**src/rtl/mux_sel_pipe_if.sv**
```systemverilog
// Operand-selector bus: upstream words plus select controls in, selected word and tag out.
// Also carries read-only debug views of the occupancy state and round-robin pointer.
interface mux_sel_pipe_if #(
    parameter int WIDTH = 16,
    parameter int NIN   = 3
);
    localparam int SELW = $clog2(NIN);

    logic [NIN*WIDTH-1:0] din;
    logic [SELW-1:0]      sel;
    logic                 rr_mode;
    logic                 in_valid;
    logic                 in_ready;
    logic [WIDTH-1:0]     dout;
    logic [SELW-1:0]      out_sel;
    logic                 out_err;
    logic                 out_valid;
    logic                 out_ready;
    logic [1:0]           dbg_state;
    logic [SELW-1:0]      dbg_rr_ptr;

    // valid/ready: a word moves on a rising edge where valid and ready are both 1;
    // valid and its payload stay stable until that edge, and ready never depends on valid.
    modport master (
        output din, sel, rr_mode, in_valid, out_ready,
        input  in_ready, dout, out_sel, out_err, out_valid, dbg_state, dbg_rr_ptr
    );

    modport slave (
        input  din, sel, rr_mode, in_valid, out_ready,
        output in_ready, dout, out_sel, out_err, out_valid, dbg_state, dbg_rr_ptr
    );
endinterface

```
**src/rtl/mux_sel_pipe.sv**
```systemverilog
// Registered NIN:1 operand selector with a two-entry skid buffer, round-robin mode
// and out-of-range select flagging.
module mux_sel_pipe #(
    parameter int WIDTH = 16,
    parameter int NIN   = 3
) (
    input  logic          clk,
    input  logic          reset_n,
    mux_sel_pipe_if.slave bus
);
    localparam int              SELW  = $clog2(NIN);
    localparam logic [SELW:0]   NIN_L = (SELW+1)'(NIN);
    localparam logic [SELW-1:0] LAST  = SELW'(NIN-1);

    typedef enum logic [1:0] {
        ST_EMPTY = 2'd0,
        ST_ONE   = 2'd1,
        ST_TWO   = 2'd2
    } state_e;

    state_e           state_q, state_d;
    logic [WIDTH-1:0] or_data_q, or_data_d;
    logic [SELW-1:0]  or_sel_q, or_sel_d;
    logic             or_err_q, or_err_d;
    logic [WIDTH-1:0] sk_data_q, sk_data_d;
    logic [SELW-1:0]  sk_sel_q, sk_sel_d;
    logic             sk_err_q, sk_err_d;
    logic [SELW-1:0]  rr_ptr_q, rr_ptr_d;
    logic             out_valid_q, out_valid_d;
    logic             in_ready_q, in_ready_d;

    logic             accept;
    logic             fire;
    logic [SELW-1:0]  eff;
    logic [WIDTH-1:0] new_data;
    logic             new_err;

    always_comb begin
        accept = bus.in_valid & in_ready_q;
        fire   = out_valid_q & bus.out_ready;
        eff    = bus.rr_mode ? rr_ptr_q : bus.sel;

        // Unmatched (out-of-range) codes leave the word at zero.
        new_data = '0;
        for (int i = 0; i < NIN; i++) begin
            if (eff == SELW'(i)) new_data = bus.din[i*WIDTH +: WIDTH];
        end
        new_err = ~bus.rr_mode & ({1'b0, eff} >= NIN_L);

        state_d   = state_q;
        or_data_d = or_data_q;
        or_sel_d  = or_sel_q;
        or_err_d  = or_err_q;
        sk_data_d = sk_data_q;
        sk_sel_d  = sk_sel_q;
        sk_err_d  = sk_err_q;
        rr_ptr_d  = rr_ptr_q;

        if (accept && bus.rr_mode) begin
            rr_ptr_d = (rr_ptr_q == LAST) ? '0 : rr_ptr_q + SELW'(1);
        end

        case (state_q)
            ST_EMPTY: begin
                if (accept) begin
                    or_data_d = new_data;
                    or_sel_d  = eff;
                    or_err_d  = new_err;
                    state_d   = ST_ONE;
                end
            end
            ST_ONE: begin
                if (accept && fire) begin
                    or_data_d = new_data;
                    or_sel_d  = eff;
                    or_err_d  = new_err;
                end else if (accept) begin
                    sk_data_d = new_data;
                    sk_sel_d  = eff;
                    sk_err_d  = new_err;
                    state_d   = ST_TWO;
                end else if (fire) begin
                    state_d = ST_EMPTY;
                end
            end
            ST_TWO: begin
                if (fire) begin
                    or_data_d = sk_data_q;
                    or_sel_d  = sk_sel_q;
                    or_err_d  = sk_err_q;
                    state_d   = ST_ONE;
                end
            end
            default: state_d = ST_EMPTY;
        endcase

        // Handshake flags are registered copies of the next occupancy, so in_ready
        // has no combinational path from out_ready.
        out_valid_d = (state_d != ST_EMPTY);
        in_ready_d  = (state_d != ST_TWO);
    end

    always_ff @(posedge clk or negedge reset_n) begin
        if (!reset_n) begin
            state_q     <= ST_EMPTY;
            or_data_q   <= '0;
            or_sel_q    <= '0;
            or_err_q    <= 1'b0;
            sk_data_q   <= '0;
            sk_sel_q    <= '0;
            sk_err_q    <= 1'b0;
            rr_ptr_q    <= '0;
            out_valid_q <= 1'b0;
            in_ready_q  <= 1'b1;
        end else begin
            state_q     <= state_d;
            or_data_q   <= or_data_d;
            or_sel_q    <= or_sel_d;
            or_err_q    <= or_err_d;
            sk_data_q   <= sk_data_d;
            sk_sel_q    <= sk_sel_d;
            sk_err_q    <= sk_err_d;
            rr_ptr_q    <= rr_ptr_d;
            out_valid_q <= out_valid_d;
            in_ready_q  <= in_ready_d;
        end
    end

    assign bus.dout       = or_data_q;
    assign bus.out_sel    = or_sel_q;
    assign bus.out_err    = or_err_q;
    assign bus.out_valid  = out_valid_q;
    assign bus.in_ready   = in_ready_q;
    assign bus.dbg_state  = state_q;
    assign bus.dbg_rr_ptr = rr_ptr_q;
endmodule

```
**src/flat_wrapper.sv**
```systemverilog
// flat-port wrapper written by rule: the top's interface ports become plain ports
module mux_sel_pipe_flat 
#(
    parameter int WIDTH = 16,
    parameter int NIN   = 3
)
  (clk, reset_n, bus_din, bus_sel, bus_rr_mode, bus_in_valid, bus_out_ready, bus_in_ready, bus_dout, bus_out_sel, bus_out_err, bus_out_valid, bus_dbg_state, bus_dbg_rr_ptr);
  mux_sel_pipe_if #(.WIDTH(WIDTH), .NIN(NIN)) bus_i ();
  input  logic clk;
  input  logic reset_n;
  input wire logic [$bits(bus_i.din)-1:0] bus_din;
  input wire logic [$bits(bus_i.sel)-1:0] bus_sel;
  input wire logic [$bits(bus_i.rr_mode)-1:0] bus_rr_mode;
  input wire logic [$bits(bus_i.in_valid)-1:0] bus_in_valid;
  input wire logic [$bits(bus_i.out_ready)-1:0] bus_out_ready;
  output wire logic [$bits(bus_i.in_ready)-1:0] bus_in_ready;
  output wire logic [$bits(bus_i.dout)-1:0] bus_dout;
  output wire logic [$bits(bus_i.out_sel)-1:0] bus_out_sel;
  output wire logic [$bits(bus_i.out_err)-1:0] bus_out_err;
  output wire logic [$bits(bus_i.out_valid)-1:0] bus_out_valid;
  output wire logic [$bits(bus_i.dbg_state)-1:0] bus_dbg_state;
  output wire logic [$bits(bus_i.dbg_rr_ptr)-1:0] bus_dbg_rr_ptr;
  assign bus_i.din = bus_din;
  assign bus_i.sel = bus_sel;
  assign bus_i.rr_mode = bus_rr_mode;
  assign bus_i.in_valid = bus_in_valid;
  assign bus_i.out_ready = bus_out_ready;
  assign bus_in_ready = bus_i.in_ready;
  assign bus_dout = bus_i.dout;
  assign bus_out_sel = bus_i.out_sel;
  assign bus_out_err = bus_i.out_err;
  assign bus_out_valid = bus_i.out_valid;
  assign bus_dbg_state = bus_i.dbg_state;
  assign bus_dbg_rr_ptr = bus_i.dbg_rr_ptr;
  mux_sel_pipe #(.WIDTH(WIDTH), .NIN(NIN)) u_core (.clk(clk), .reset_n(reset_n), .bus(bus_i));
endmodule
```
**config.mk**
```make
export PLATFORM = sky130hd
export DESIGN_NAME = mux_sel_pipe_flat
export DESIGN_NICKNAME = d
export VERILOG_FILES = /design/src/rtl/mux_sel_pipe_if.sv /design/src/rtl/mux_sel_pipe.sv /design/src/flat_wrapper.sv
export SDC_FILE = /design/constraint.sdc
export NUM_CORES = 1
export LEC_CHECK = 0
export CAP_MARGIN = 10
export CORE_UTILIZATION = 40
export CTS_CLUSTER_DIAMETER = 80
export CTS_CLUSTER_SIZE = 28
export DETAILED_ROUTE_END_ITERATION = 10
export PLACE_DENSITY = 0.8
export SETUP_SLACK_MARGIN = 0.4
export SLEW_MARGIN = 20
export SYNTH_ARGS = -nofsm -noshare
export SYNTH_HDL_FRONTEND = slang
export SYNTH_SLANG_ARGS = --single-unit
export TNS_END_PERCENT = 50
```
**constraint.sdc**
```tcl
create_clock -name clk -period 1.5 [get_ports clk]
set_clock_uncertainty 0.1 [all_clocks]
set_input_delay 0.3 -clock clk [delete_from_list [all_inputs] [get_ports clk]]
set_output_delay 0.3 -clock clk [all_outputs]
set_load 0.01 [all_outputs]
```
# ---- Word-level counts from Yosys, hierarchy flattened
# Cells that the tools add are included.
dict set report op_classes {
  add_sub_neg 1
  order_cmp 1
  n_eq_ne 9
  muxes 23
  bitwise_logic 5
  reduce_logical 8
}
# operator count
set op_table {}
lappend op_table {{2-to-1 mux 16 bit} 6}
lappend op_table {{one-hot mux 16 bit (3 select lines)} 1}
lappend op_table {{2-to-1 mux 2 bit} 10}
lappend op_table {{one-hot mux 2 bit (3 select lines)} 2}
lappend op_table {{equality test 2 bit (second input constant)} 3}
lappend op_table {{!= test 2 x 1 -> 1 bit (second input constant)} 3}
lappend op_table {{equality test 2 x 1 -> 1 bit (second input constant)} 2}
lappend op_table {{logical NOT 2 bit} 2}
lappend op_table {{AND reduction 4 bit} 1}
lappend op_table {{bitwise AND 1 bit} 3}
lappend op_table {{2-to-1 mux 1 bit} 3}
lappend op_table {{one-hot mux 1 bit (3 select lines)} 1}
lappend op_table {{AND reduction 3 bit} 1}
lappend op_table {{nonzero test 3 bit} 1}
lappend op_table {{adder 2 x 1 -> 2 bit (second input constant)} 1}
lappend op_table {{>= comparator 2 bit (second input constant)} 1}
lappend op_table {{logical AND 1 bit} 2}
lappend op_table {{!= test 2 bit (second input constant)} 1}
lappend op_table {{inverter 1 bit} 2}
lappend op_table {{nonzero test 2 bit} 1}
dict set report totals {
  register_bits 44
  in_bits 55
  output_inout_bits 25
}

# ---- Depth between registers and ports, before layout
dict set report logic_depth {
  ltp_word 7
  depth_mapped 7
  ltp_nobuf 4
}

# ---- Worst setup path before layout
# No wires, ideal clock.
dict set report synth_timing {
  kind {register to register}
  from {register u_core.in_ready_q, in the netlist u_core.bus.in_ready}
  to {register u_core.or_data_q[10], in the netlist u_core.bus.dout[10]}
  setup_time_ps 123
  t_arrival_ps 1528
  slack_ps -250
  stages_incl_launch_ff 6
  path_buffers 1
  synth_period_minus_slack_ps 1750
  path_cell_list {dfstp_2 nand2_1 o31ai_4 clkbuf_1 nand2_1 o221a_2}
}
dict set report synth_via {
  elab_chain_cells 4
  word_cells_on_any_way 5
  cone_classes {2 x eq/ne; 1 x bitwise; 2 x reduce/logical}
}
# element line
set synth_rtl {}
lappend synth_rtl {{start: declaration} mux_sel_pipe.sv:30} ;# logic in_ready_q, in_ready_d;
lappend synth_rtl {{start signal: assignment} mux_sel_pipe.sv:125} ;# in_ready_q <= in_ready_d;
lappend synth_rtl {{bitwise AND 1 bit *} mux_sel_pipe.sv:39} ;# accept = bus.in_valid & in_ready_q;
lappend synth_rtl {{logical AND 1 bit} mux_sel_pipe.sv:73} ;# if (accept && fire) begin
lappend synth_rtl {{!= test 2 x 1 -> 1 bit (no source line)} --}
lappend synth_rtl {{AND reduction 4 bit (no source line) *} --}
lappend synth_rtl {{end signal: assignment} mux_sel_pipe.sv:117} ;# or_data_q <= or_data_d;
lappend synth_rtl {{end: declaration} mux_sel_pipe.sv:22} ;# logic [WIDTH-1:0] or_data_q, or_data_d;
# Mark *: on every way between the ends. The rest lies on a longest branch, timed or not.
# A chain may end at the register's enable or synchronous reset.

# ---- Worst setup path after layout
dict set report layout_timing {
  from {input bus_sel[1]}
  to {register u_core.sk_data_q[12]}
}
dict set report layout_via {
  elab_chain_cells 5
  word_cells_on_any_way 7
  cone_classes {2 x eq/ne; 4 x mux; 1 x reduce/logical}
}
# element line
set layout_rtl {}
lappend layout_rtl {{start: declaration} flat_wrapper.sv:12} ;# input wire logic [$bits(bus_i.sel)-1:0] bus_sel;
lappend layout_rtl {{2-to-1 mux 2 bit *} mux_sel_pipe.sv:41} ;# eff = bus.rr_mode ? rr_ptr_q : bus.sel;
lappend layout_rtl {{logical NOT 2 bit} mux_sel_pipe.sv:46} ;# if (eff == SELW'(i)) new_data = bus.din[i*WIDTH +: WIDTH];
lappend layout_rtl {{2-to-1 mux 16 bit (2 in series)} mux_sel_pipe.sv:46}
lappend layout_rtl {{2-to-1 mux 16 bit *} mux_sel_pipe.sv:46}
lappend layout_rtl {{end signal: assignment} mux_sel_pipe.sv:120} ;# sk_data_q <= sk_data_d;
lappend layout_rtl {{end: declaration} mux_sel_pipe.sv:25} ;# logic [WIDTH-1:0] sk_data_q, sk_data_d;
# Marked as above.

==> impl_metrics.csv <==
group,metric,value,unit
grt,grt_overflow,0,
outcome,status,"finished, violations left",
sta,rsz0062_at_grt,"true",
finish,diodes,0,
clock_tree,clk_latency,300,ps
finish,multiInputGateArea,1170,um2
die,dieArea,5930,um2
logic_synthesis,syn_avg_cell_area,11.5,um2
sta,setup_viol,34,
grt,grt_pass1_wl,9240,um
finish,final_nets,356,
placement,gp_congestion,0.763,
logic_synthesis,synthCells,196,
die,fp.dieW,77.0,um
logic_synthesis,yosysUniqueCellTypes,31,
setup_path,criticalPathCategory,"in2reg",
clock_tree,htree_levels,2,
sta,worstMarginPinSlew,219,ps
routing,via_per_inst,5.24,
power,vdd_drop_max,1.41,mV
sta,slew_violations,0,
routing,wl,5900,um
routing,drt_pass1_iterations,4,
setup_path,r2r_cells,6,
routing,ant_nets,0,
clock_tree,cts_tree,"built",
finish,drive_above_1_share,38.4,%
logic_synthesis,ys_seq_area_share,49.0,%
worst_hold_path,hold_start,"u_core.sk_sel_q[1]",
logic_synthesis,synth_area,2250,um2
logic_synthesis,ys_seq_elements,44,
grt,grt_util_all_layers,19.7,%
setup_path,ff2ff_setup_slack,-200,ps
logic_synthesis,yosys.area.top_type,"dfrtp_1",
routing,remaining_drc_errors,0,
die,core_area,5270,um2
worst_hold_path,worstHoldPathType,"reg2reg",
die,rows,26,
setup_path,worstSetupEndpointType,"flip-flop",
sta,hold_violations,0,
placement,placed_cell_area,3260,um2
power,leakage,1.60,nW
job,drv_cap,0,
clock_tree,cts.sinks,44,
setup_path,cp_max_fo,9,
clock_tree,numCtsBuffers,5,
finish,areaGrowthSynthToFinish,58.0,%
routing,first_iter_violations,111,
finish,fill_cells,407,
die,io_pins,80,
power,total_power,0.00683,W
clock_tree,path_clk_slew,90,ps
grt,grt_start_max_net_pins,45,
grt,grt_pass1_vias,1973,
setup_path,crit_arrival,1800,ps
placement,numPortBuffers,79,
finish,fin_area,3560,um2
logic_synthesis,ys_warn_count,0,
setup_path,r2r-end,"u_core.sk_data_q[12]",
worst_hold_path,worstHoldEndpoint,"u_core.sk_sel_q[1]",
clock_tree,root_buffer,"clkbuf_8",
power,power_density,1920,nW/um2
logic_synthesis,synth_edf_count,0,
routing,dr_total_vias,1949,
routing,wl_per_cell,15.8,um
sta,max_slew_margin,85.1,%
logic_synthesis,netlist.area_leader.share,47.8,%
placement,dp_hpwl,4000,um
finish,seq_area,1100,um2
setup_path,start_kind,"input port",
outcome,violations,"setup timing",
grt,antenna_found_initial,0,
clock_tree,clockBufferDepth,2,
sta,fin_crit_sh,114,%
sta,fin_ws,-212,ps
logic_synthesis,ys_top_cells_by_area,"dfrtp_1 (48%), mux2_2 (9.0%), mux2i_1 (8.4%)",
logic_synthesis,yosys_most_used_dff,"dfrtp_1",
finish,final_core_util,67.5,%
setup_path,rr_startpoint,"u_core.bus.dbg_rr_ptr[1]",
logic_synthesis,syn_nets,251,
sta,min_period,1710,ps
sta,fmax,584,MHz
die,start_util,42.7,%
die,dieHeight,77.0,um
setup_path,critPathRequiredTime,1590,ps
logic_synthesis,async_reset_ff_share,100,%
worst_hold_path,holdPathStages,2,
## logic make-up after synthesis
group | Yosys count | synth area share [%]
buffers and inverters | 16 | 4.06
AOI/OAI and AO/OA | 46 | 18.9
and+or+nand+nor | 52 | 9.95
DFF | 44 | 49.0
muxes | 38 | 18.1
## metal layers
layer / global-route usage [%] / wire length (um)
met5: 0 / 0
met4: 7.92 / 28
met3: 3.21 / 215
met2: 34.9 / 3130
met1: 23.8 / 2530
## registers in the layout, summed over array words and instances, names as in the netlist
register,flops
u_core.bus.in_ready,1
u_core.bus.dout,16
u_core.bus.dbg_state,2
u_core.sk_err_q,1
u_core.sk_sel_q,2
u_core.bus.out_valid,1
u_core.bus.dbg_rr_ptr,2
u_core.bus.out_sel,2
u_core.bus.out_err,1
u_core.sk_data_q,16
## cell type report
cell class / count / area share (%)
well taps: 70 / 2.46
flip-flops and latches: 44 / 31.0
clock inverters: 2 / 0.985
inverters: 2 / 0.211
multi-input cells: 136 / 32.9
repair buffers: 112 / 30.4
clock buffers: 6 / 2.04
## placed cells by master, fill, tap and decap left out, drive strengths merged
master	netlist	routed
buf	9	56
clkdlybuf4s50	0	50
dfrtp	43	43
nand2	24	24
nor2	19	19
mux2i	19	19
mux2	19	19
o221a	16	16
o2bb2ai	16	16
clkbuf	5	7
o21ai	4	4
nand2b	3	3
a21oi	3	3
dlygate4sd2	0	3
inv	2	2
and3b	1	1
a22o	1	1
a21boi	1	1
a31oi	1	1
o22ai	1	1
o221ai	1	1
nand4b	1	1
o31ai	1	1
and2	1	1
nand3b	1	1
nand3	1	1
nor3	1	1
a21o	1	1
bufinv	0	1
clkinv	0	1
dlygate4sd3	0	1
dlymetal6s2s	0	1
dfstp	1	1
## cell usage after synthesis (2+ instances only)
cell type,instances
o221a_2,16
nor2_1,19
inv_1,2
a21oi_1,3
nand2_1,24
buf_6,3
nand2b_1,3
buf_2,4
clkbuf_1,5
mux2_2,18
dfrtp_1,43
o2bb2ai_1,16
mux2i_1,19
o21ai_0,4
## per-stage QoR
stage               hold slack [ps]  worst slack [ps]  cells  setup TNS [ps]
floorplan                     -95.6              -217    196           -5870
global placement                191              -679    353          -23070
detailed placement              197              -693    353          -23680
CTS                             401              -208    366           -5220
global route                    425              -289    372           -8000
finish                          395              -212    372           -5750
## power breakdown
| part | leakage [nW] | internal (W) | switching (W) | total [W] |
|---|---|---|---|---|
| Combinational | 1.01 | 0.00217 | 0.00160 | 0.00377 |
| Clock | 0.0552 | 0.000495 | 0.000409 | 0.000904 |
| Sequential | 0.527 | 0.00180 | 0.000359 | 0.00216 |
## critical path: stages
cell and delay [ps]:
clkdlybuf4s50_1 480, mux2i_4 240, buf_8 190, mux2i_1 220, o2bb2ai_1 110, mux2_2 270
## worst max path at each step
stage / start / endpoint / depth (start not counted)
3_5_place_dp: bus_rr_mode / u_core.sk_data_q[4] / 6
4_1_cts: u_core.bus.dbg_rr_ptr[1] / u_core.sk_data_q[4] / 6
2_1_floorplan: u_core.bus.dbg_rr_ptr[0] / u_core.sk_data_q[11] / 6
5_1_grt: u_core.bus.dbg_rr_ptr[1] / u_core.sk_data_q[6] / 6
3_3_place_gp: bus_rr_mode / u_core.sk_data_q[9] / 6
6_report: bus_sel[1] / u_core.sk_data_q[12] / 6
## timing repair
item	in CTS	in global routing
setup buffers	4	4
hold endpoints to repair	43	0
resized for setup	124	21
hold buffers	1	0
pin swaps	18	3
gates cloned	0	2
endpoints found under the setup margin	69	69
No activity file was read; power rests on OpenSTA's default activity.
